===== src/rtl/uart_rx.sv =====
// 8N1 serial receiver: deposits each byte into a DMEM ring buffer, then bumps a counter word.
// Two-cycle bus steal (intr) per accepted byte; no flow control, so old ring entries are overwritten.
module uart_rx #(
  parameter int          CLKS_PER_BIT = 434,
  parameter logic [31:0] BUF_BASE     = 32'h0000_3000,
  parameter int          BUF_DEPTH    = 16,
  parameter logic [31:0] CNT_ADDR     = 32'h0000_2FFC,
  parameter int          WORD_LEN     = 32
) (
  input  logic                clk,
  input  logic                rst_n,
  input  logic                uart_in,
  output logic                intr,
  output logic                wen,
  output logic [WORD_LEN-1:0] addr_d,
  output logic [WORD_LEN-1:0] wdata,
  output logic                frame_err
);

  localparam int BW = $clog2(CLKS_PER_BIT + 1);
  localparam int PW = (BUF_DEPTH > 1) ? $clog2(BUF_DEPTH) : 1;
  localparam logic [BW-1:0] BIT_LAST  = BW'(CLKS_PER_BIT - 1);
  localparam logic [BW-1:0] HALF_LAST = BW'(CLKS_PER_BIT / 2 - 1);

  typedef enum logic [2:0] {
    IDLE,
    START,
    DATA,
    STOP,
    WR_DATA,
    WR_CNT
  } state_t;

  state_t          state;
  logic            rx_m;
  logic            rx_s;
  logic [BW-1:0]   bcnt;
  logic [2:0]      bidx;
  logic [7:0]      shift;
  logic [PW-1:0]   wr_ptr;
  logic [31:0]     rx_cnt;

  always_ff @(posedge clk) begin
    if (!rst_n) begin
      rx_m <= 1'b1;
      rx_s <= 1'b1;
    end else begin
      rx_m <= uart_in;
      rx_s <= rx_m;
    end
  end

  always_ff @(posedge clk) begin
    if (!rst_n) begin
      state     <= IDLE;
      bcnt      <= '0;
      bidx      <= '0;
      shift     <= '0;
      wr_ptr    <= '0;
      rx_cnt    <= '0;
      intr      <= 1'b0;
      wen       <= 1'b0;
      addr_d    <= '0;
      wdata     <= '0;
      frame_err <= 1'b0;
    end else begin
      frame_err <= 1'b0;
      case (state)
        IDLE: begin
          bcnt <= '0;
          if (!rx_s) state <= START;
        end

        START: begin
          if (bcnt == HALF_LAST) begin
            bcnt  <= '0;
            bidx  <= '0;
            // A line that is high again by mid start bit was only a glitch.
            state <= rx_s ? IDLE : DATA;
          end else begin
            bcnt <= bcnt + BW'(1);
          end
        end

        DATA: begin
          if (bcnt == BIT_LAST) begin
            bcnt        <= '0;
            shift[bidx] <= rx_s;
            bidx        <= bidx + 3'd1;
            if (bidx == 3'd7) state <= STOP;
          end else begin
            bcnt <= bcnt + BW'(1);
          end
        end

        STOP: begin
          if (bcnt == BIT_LAST) begin
            bcnt <= '0;
            if (rx_s) begin
              state  <= WR_DATA;
              intr   <= 1'b1;
              wen    <= 1'b1;
              addr_d <= WORD_LEN'(BUF_BASE) + WORD_LEN'({wr_ptr, 2'b00});
              wdata  <= WORD_LEN'(shift);
            end else begin
              frame_err <= 1'b1;
              state     <= IDLE;
            end
          end else begin
            bcnt <= bcnt + BW'(1);
          end
        end

        WR_DATA: begin
          state  <= WR_CNT;
          addr_d <= WORD_LEN'(CNT_ADDR);
          wdata  <= WORD_LEN'(rx_cnt + 32'd1);
        end

        WR_CNT: begin
          state  <= IDLE;
          intr   <= 1'b0;
          wen    <= 1'b0;
          addr_d <= '0;
          wdata  <= '0;
          rx_cnt <= rx_cnt + 32'd1;
          wr_ptr <= wr_ptr + PW'(1);
        end

        default: begin
          state  <= IDLE;
          intr   <= 1'b0;
          wen    <= 1'b0;
          addr_d <= '0;
          wdata  <= '0;
        end
      endcase
    end
  end

endmodule


===== config.mk =====
export PLATFORM = sky130hd
export DESIGN_NAME = uart_rx
export DESIGN_NICKNAME = d
export VERILOG_FILES = /design/src/rtl/uart_rx.sv
export SDC_FILE = /design/constraint.sdc
export NUM_CORES = 1
export LEC_CHECK = 0
export CAP_MARGIN = 20
export CORE_UTILIZATION = 54
export DETAILED_ROUTE_END_ITERATION = 6
export PLACE_DENSITY_LB_ADDON = 0.15
export SYNTH_ARGS = -nofsm -noshare
export SYNTH_HDL_FRONTEND = slang
export SYNTH_SLANG_ARGS = --single-unit
export TNS_END_PERCENT = 50

===== constraint.sdc =====
create_clock -name clk -period 5.7 [get_ports clk]
set_input_delay 0.57 -clock clk [delete_from_list [all_inputs] [get_ports clk]]
set_output_delay 0.57 -clock clk [all_outputs]
set_load 0.01 [all_outputs]

After elaboration in Yosys (flattened, before gate mapping)
Cells that the tools add are included.

storage, ports and cells
  flip-flop bits (word level) = 127
  bits of input ports = 3
  output and inout bits = 67
  logic and storage cells = 75

cells by class
  $add $sub $neg = 5
  magnitude comparators = 2
  equal/unequal tests = 14
  mux-type cells = 27
  bitwise operators = 2
  reduce and logical (&&, ||, !) cells = 13

operators with widths
  kind                                                                           count
  32-bit case mux with 3 select lines                                            2
  32-bit two-way mux                                                             4
  32-bit by 1-bit adder with 32-bit output (second input constant)               1
  9-bit case mux with 3 select lines                                             1
  3-bit two-way mux                                                              8
  9-bit two-way mux                                                              2
  14-bit by 6-bit adder with 15-bit output (first input constant)                1
  3-bit case mux with 5 select lines                                             1
  2-bit inequality test (second input constant)                                  6
  3-bit AND reduction                                                            4
  9-bit by 1-bit adder with 9-bit output (second input constant)                 1
  3-bit equality test (second input constant)                                    3
  9-bit by 8-bit equality test with 1-bit output (second input constant)         1
  9-bit equality test (second input constant)                                    1
  8-bit bitwise mux                                                              1
  3-bit by 2-bit equality test with 1-bit output (second input constant)         2
  3-bit case mux with 2 select lines                                             1
  5-bit AND reduction                                                            1
  4-bit by 1-bit adder with 4-bit output (second input constant)                 1
  3-bit by 4-bit less-than comparator with 1-bit output (second input constant)  1
  1-bit two-way mux                                                              4
  4-bit OR reduction                                                             1
  3-bit by 1-bit adder with 3-bit output (second input constant)                 1
  1-bit demux with 3-bit select                                                  1
  other kinds (12)                                                               13

Longest topological paths before layout
  depth after elaboration = 5
  mapped depth = 8

Least setup slack after synthesis
No wires, ideal clock.

  path kind = reg-to-reg
  start = register bcnt[0]
  end = register wdata[0]
  arrival time = 1.826 ns
  required time = 5.572 ns
  slack = 3.747 ns
  stages on the path, launching flop included = 8
  path buffers = 1
  clock period less this slack = 1.953 ns
  path through = dfxtp_1 -> ha_1 -> nand4b_1 -> nor2_1 -> a41oi_1 -> clkbuf_1 -> a222oi_1 -> nor2_1

between the ends
  word-level cells in the longest chain between the ends = 3

ends and longest elaborated chain
  element                                 line  RTL
  start, declared                         37    logic [BW-1:0] bcnt;
  start signal, assigned                  81    bcnt <= bcnt + BW'(1);
  start signal, assigned                  92    bcnt <= bcnt + BW'(1);
  start signal, assigned                  110   bcnt <= bcnt + BW'(1);
  9-bit equality test                     97    if (bcnt == BIT_LAST) begin
  2-bit inequality test (no source line)  -
  3-bit AND reduction (no source line)    -
  end signal, assigned                    104   wdata <= WORD_LEN'(shift);
  end signal, assigned                    117   wdata <= WORD_LEN'(rx_cnt + 32'd1);
  end, declared                           16    output logic [WORD_LEN-1:0] wdata,

No other way between the ends.
A chain may end at the register's enable or synchronous reset.

Worst setup path after layout
  start = register state[0]
  end = register rx_cnt[10]

between the ends
  word-level cells in the longest chain between the ends = 1

ends and longest elaborated chain
  element                 line  RTL
  start, declared         34    state_t state;
  start signal, assigned  79    state <= rx_s ? IDLE : DATA;
  3-bit equality test     68    case (state)
  end signal, assigned    126   rx_cnt <= rx_cnt + 32'd1;
  end, declared           41    logic [31:0] rx_cnt;

No other way between the ends.

==> impl_metrics.yaml <==
run_status:
  status: "finished with violations"
  violations: "DRC"
worst_setup_path:
  crit_path_start_kind: "register"
  cp_top_family: "simple AND/OR/NAND/NOR gates"
  cp_slowest_stage_delay_ns: 0.94
  crit_path_max_fanout: 14
  cp_num_buf_inv: 0
  slowest_stage: "nor4_1"
  crit_type: "register to register"
  cp.arrival_ns: 3.01
  end_kind: "register"
  worstPathRequired_ns: 5.96
  path_cells: "nand3b_1 > nor4_1 > nand3_1 > xnor2_1 > and2_1"
floorplanning:
  die_w_um: 97.8
  die_y_um: 97.8
  row_count: 34
  initial_utilization_pct: 56.2
  die_area_sq_um: 9560
  coreArea_sq_um: 8810
  io_pins: 70
power_and_ir_drop:
  p_leak_nw: 1.88
  power_w: 0.00120
  cellPowerDensity_nw_per_um2: 217
  ir_drop_mv: 0.148
logic_synthesis:
  synth_area_sq_um: 4950
  ys.warnings.count: 0
  yosysSeqAreaShare_pct: 41.2
  synthFlopType: "dfxtp_1"
  async_reset_ff_share_pct: 0
  yosysTopAreaCell: "dfxtp_1"
  synth_cell_types: 54
  synth-seq-cells: 102
  synth_area_leaders: "dfxtp_1 41%, xnor2_1 7.6%, nor2_1 6.3%, nand2_1 4.9%, buf_4 4.1%"
  netlist_instances: 580
  netlist.area_leader.share_pct: 41.2
  syn_area_per_cell_sq_um: 8.54
  synth-edff-count: 0
timing:
  setup_viol: 0
  clock.fmax_mhz: 364
  fin_tns_setup_ns: 0
  finalCritPeriodShare_pct: 48.1
  hold_viol: 0
  finalMaxSlewViolations: 0
  grt_setup_unrepaired: "no"
  finClkSkew_ns: 0.0129
  worst_slew_pin_slew_ns: 0.982
  layout_min_cycle_time_ns: 2.74
  worst_slack_ns: 2.96
  relSlewSlack_pct: 34.0
clocking:
  cts_setup_buffers: 0
  cts.sinks: 102
  cts_tree: "built"
  postCtsHoldBufs: 0
  insertion_delay_ns: 0.37
  cts_buffer_depth: 2
  cts_buffers: 9
  clock-root-buffer: "clkbuf_8"
  h-tree-depth: 3
  path_clk_slew_ns: 0.10
  post_cts_resized: 0
min_path:
  hp-class: "register to register"
placement:
  dp_worst_setup_slack_ns: 2.70
  dp_hpwl_mm: 7.16
  place_congestion: 0.819
  port_buffers: 49
grt:
  overflow: 0
  antenna_found_initial: 0
  grt_pass1_wl_mm: 17.6
  grt_start_max_net_pins: 46
  grt_pass1_vias: 3584
  grt_use_total_pct: 22.6
detailed_routing:
  routed_wl_mm: 10.5
  drtPass1Iterations: 7
  routed_via_density: 5.52
  drtIter0Drc: 203
  vias: 3949
  drc_errors: 12
  post_drt_wl_per_cell_um: 14.7
  antenna_left: 0
layout:
  layout_commonest_cell: "dfxtp_1"
  n_antenna_cell: 0
  final_cell_mix: "102 x dfxtp_1, 83 x nor2_1, 65 x nand2_1"
  num-nets-final: 613
  drive_gt1_share_pct: 6.43
  syn2layout_area_growth_pct: 11.6
job:
  cap_viol_max_count: 0
-- flip-flops by register name, summed over array words and instances, names as in the netlist --
name / flops
rx_s: 1
shift: 8
state: 3
bidx: 3
wr_ptr: 4
rx_m: 1
bcnt: 9
frame_err: 1
wdata: 32
addr_d: 7
rx_cnt: 32
wen: 1
-- path summary, 6_finish.rpt --
check                                  end     start  slack (ns)  cells past startpoint
worst max-delay path            rx_cnt[10]  state[0]        2.96                      5
worst min-delay path                  rx_s      rx_m        0.43                      1
worst max register to register  rx_cnt[10]  state[0]        2.96                      5
worst min register to register        rx_s      rx_m        0.43                      1
-- where the power goes --
part | switching (W) | internal (W) | leakage, nW
sequential | 0.00000448 | 0.000714 | 0.822
clock | 0.000251 | 0.000200 | 0.0911
combinational | 0.0000229 | 0.00000724 | 0.970
total | 0.000278 | 0.000921 | 1.88
-- synth_stat cells (7+ instances only) --
cell	n
a21oi_1	13
nand2_1	65
nor2_1	83
o21ai_0	26
nor3_1	15
mux2i_1	11
ha_1	7
xnor2_1	43
nand4_1	17
nand3_1	20
clkbuf_1	25
xor2_1	23
buf_4	27
dfxtp_1	102
and3_1	8
inv_1	8
-- stage by stage --
stage / cell area [sq um] / hold WS, ns / utilization (%) / instances
6_report: 5530 / 0.427 / 62.8 / 715
5_1_grt: 5530 / 0.446 / 62.8 / 715
4_1_cts: 5530 / 0.428 / 62.8 / 715
3_5_place_dp: 5340 / 0.398 / 60.6 / 700
3_3_place_gp: 5340 / 0.392 / 60.6 / 700
2_1_floorplan: 5020 / 0.386 / - / 599
-- area by class of cell --
class                      instances  area [sq um]
clock buffer                       9           124
tap                              108           135
sequential                       102          2040
inverter                          10          37.5
timing repair buffer              52           513
clock inverter                     6          63.8
multi-input combinational        428          2610
fill                             756          3280
-- logic make-up after synthesis --
| family | Yosys count | share of synthesized area, % |
|---|---|---|
| adders and majority gates | 7 | 1.77 |
| xor gates and xnor gates | 66 | 11.7 |
| DFF | 102 | 41.2 |
| buffers and inverters | 69 | 7.88 |
| other | 1 | 0.0757 |
| AOI/OAI and AO/OA | 65 | 8.16 |
| and+or+nand+nor | 259 | 27.0 |
| muxes | 11 | 2.22 |
-- metal layers --
metal | vias to the layer above | share of wire (%) | GRT usage (%)
met5 | - | 0 | 0
li1 | 1980 | - | -
met1 | 1847 | 47 | 30.5
met3 | 16 | 4.8 | 3.44
met4 | 0 | 1.8 | 8.97
met2 | 106 | 46 | 36.6
(Power assumes the default switching activity.)
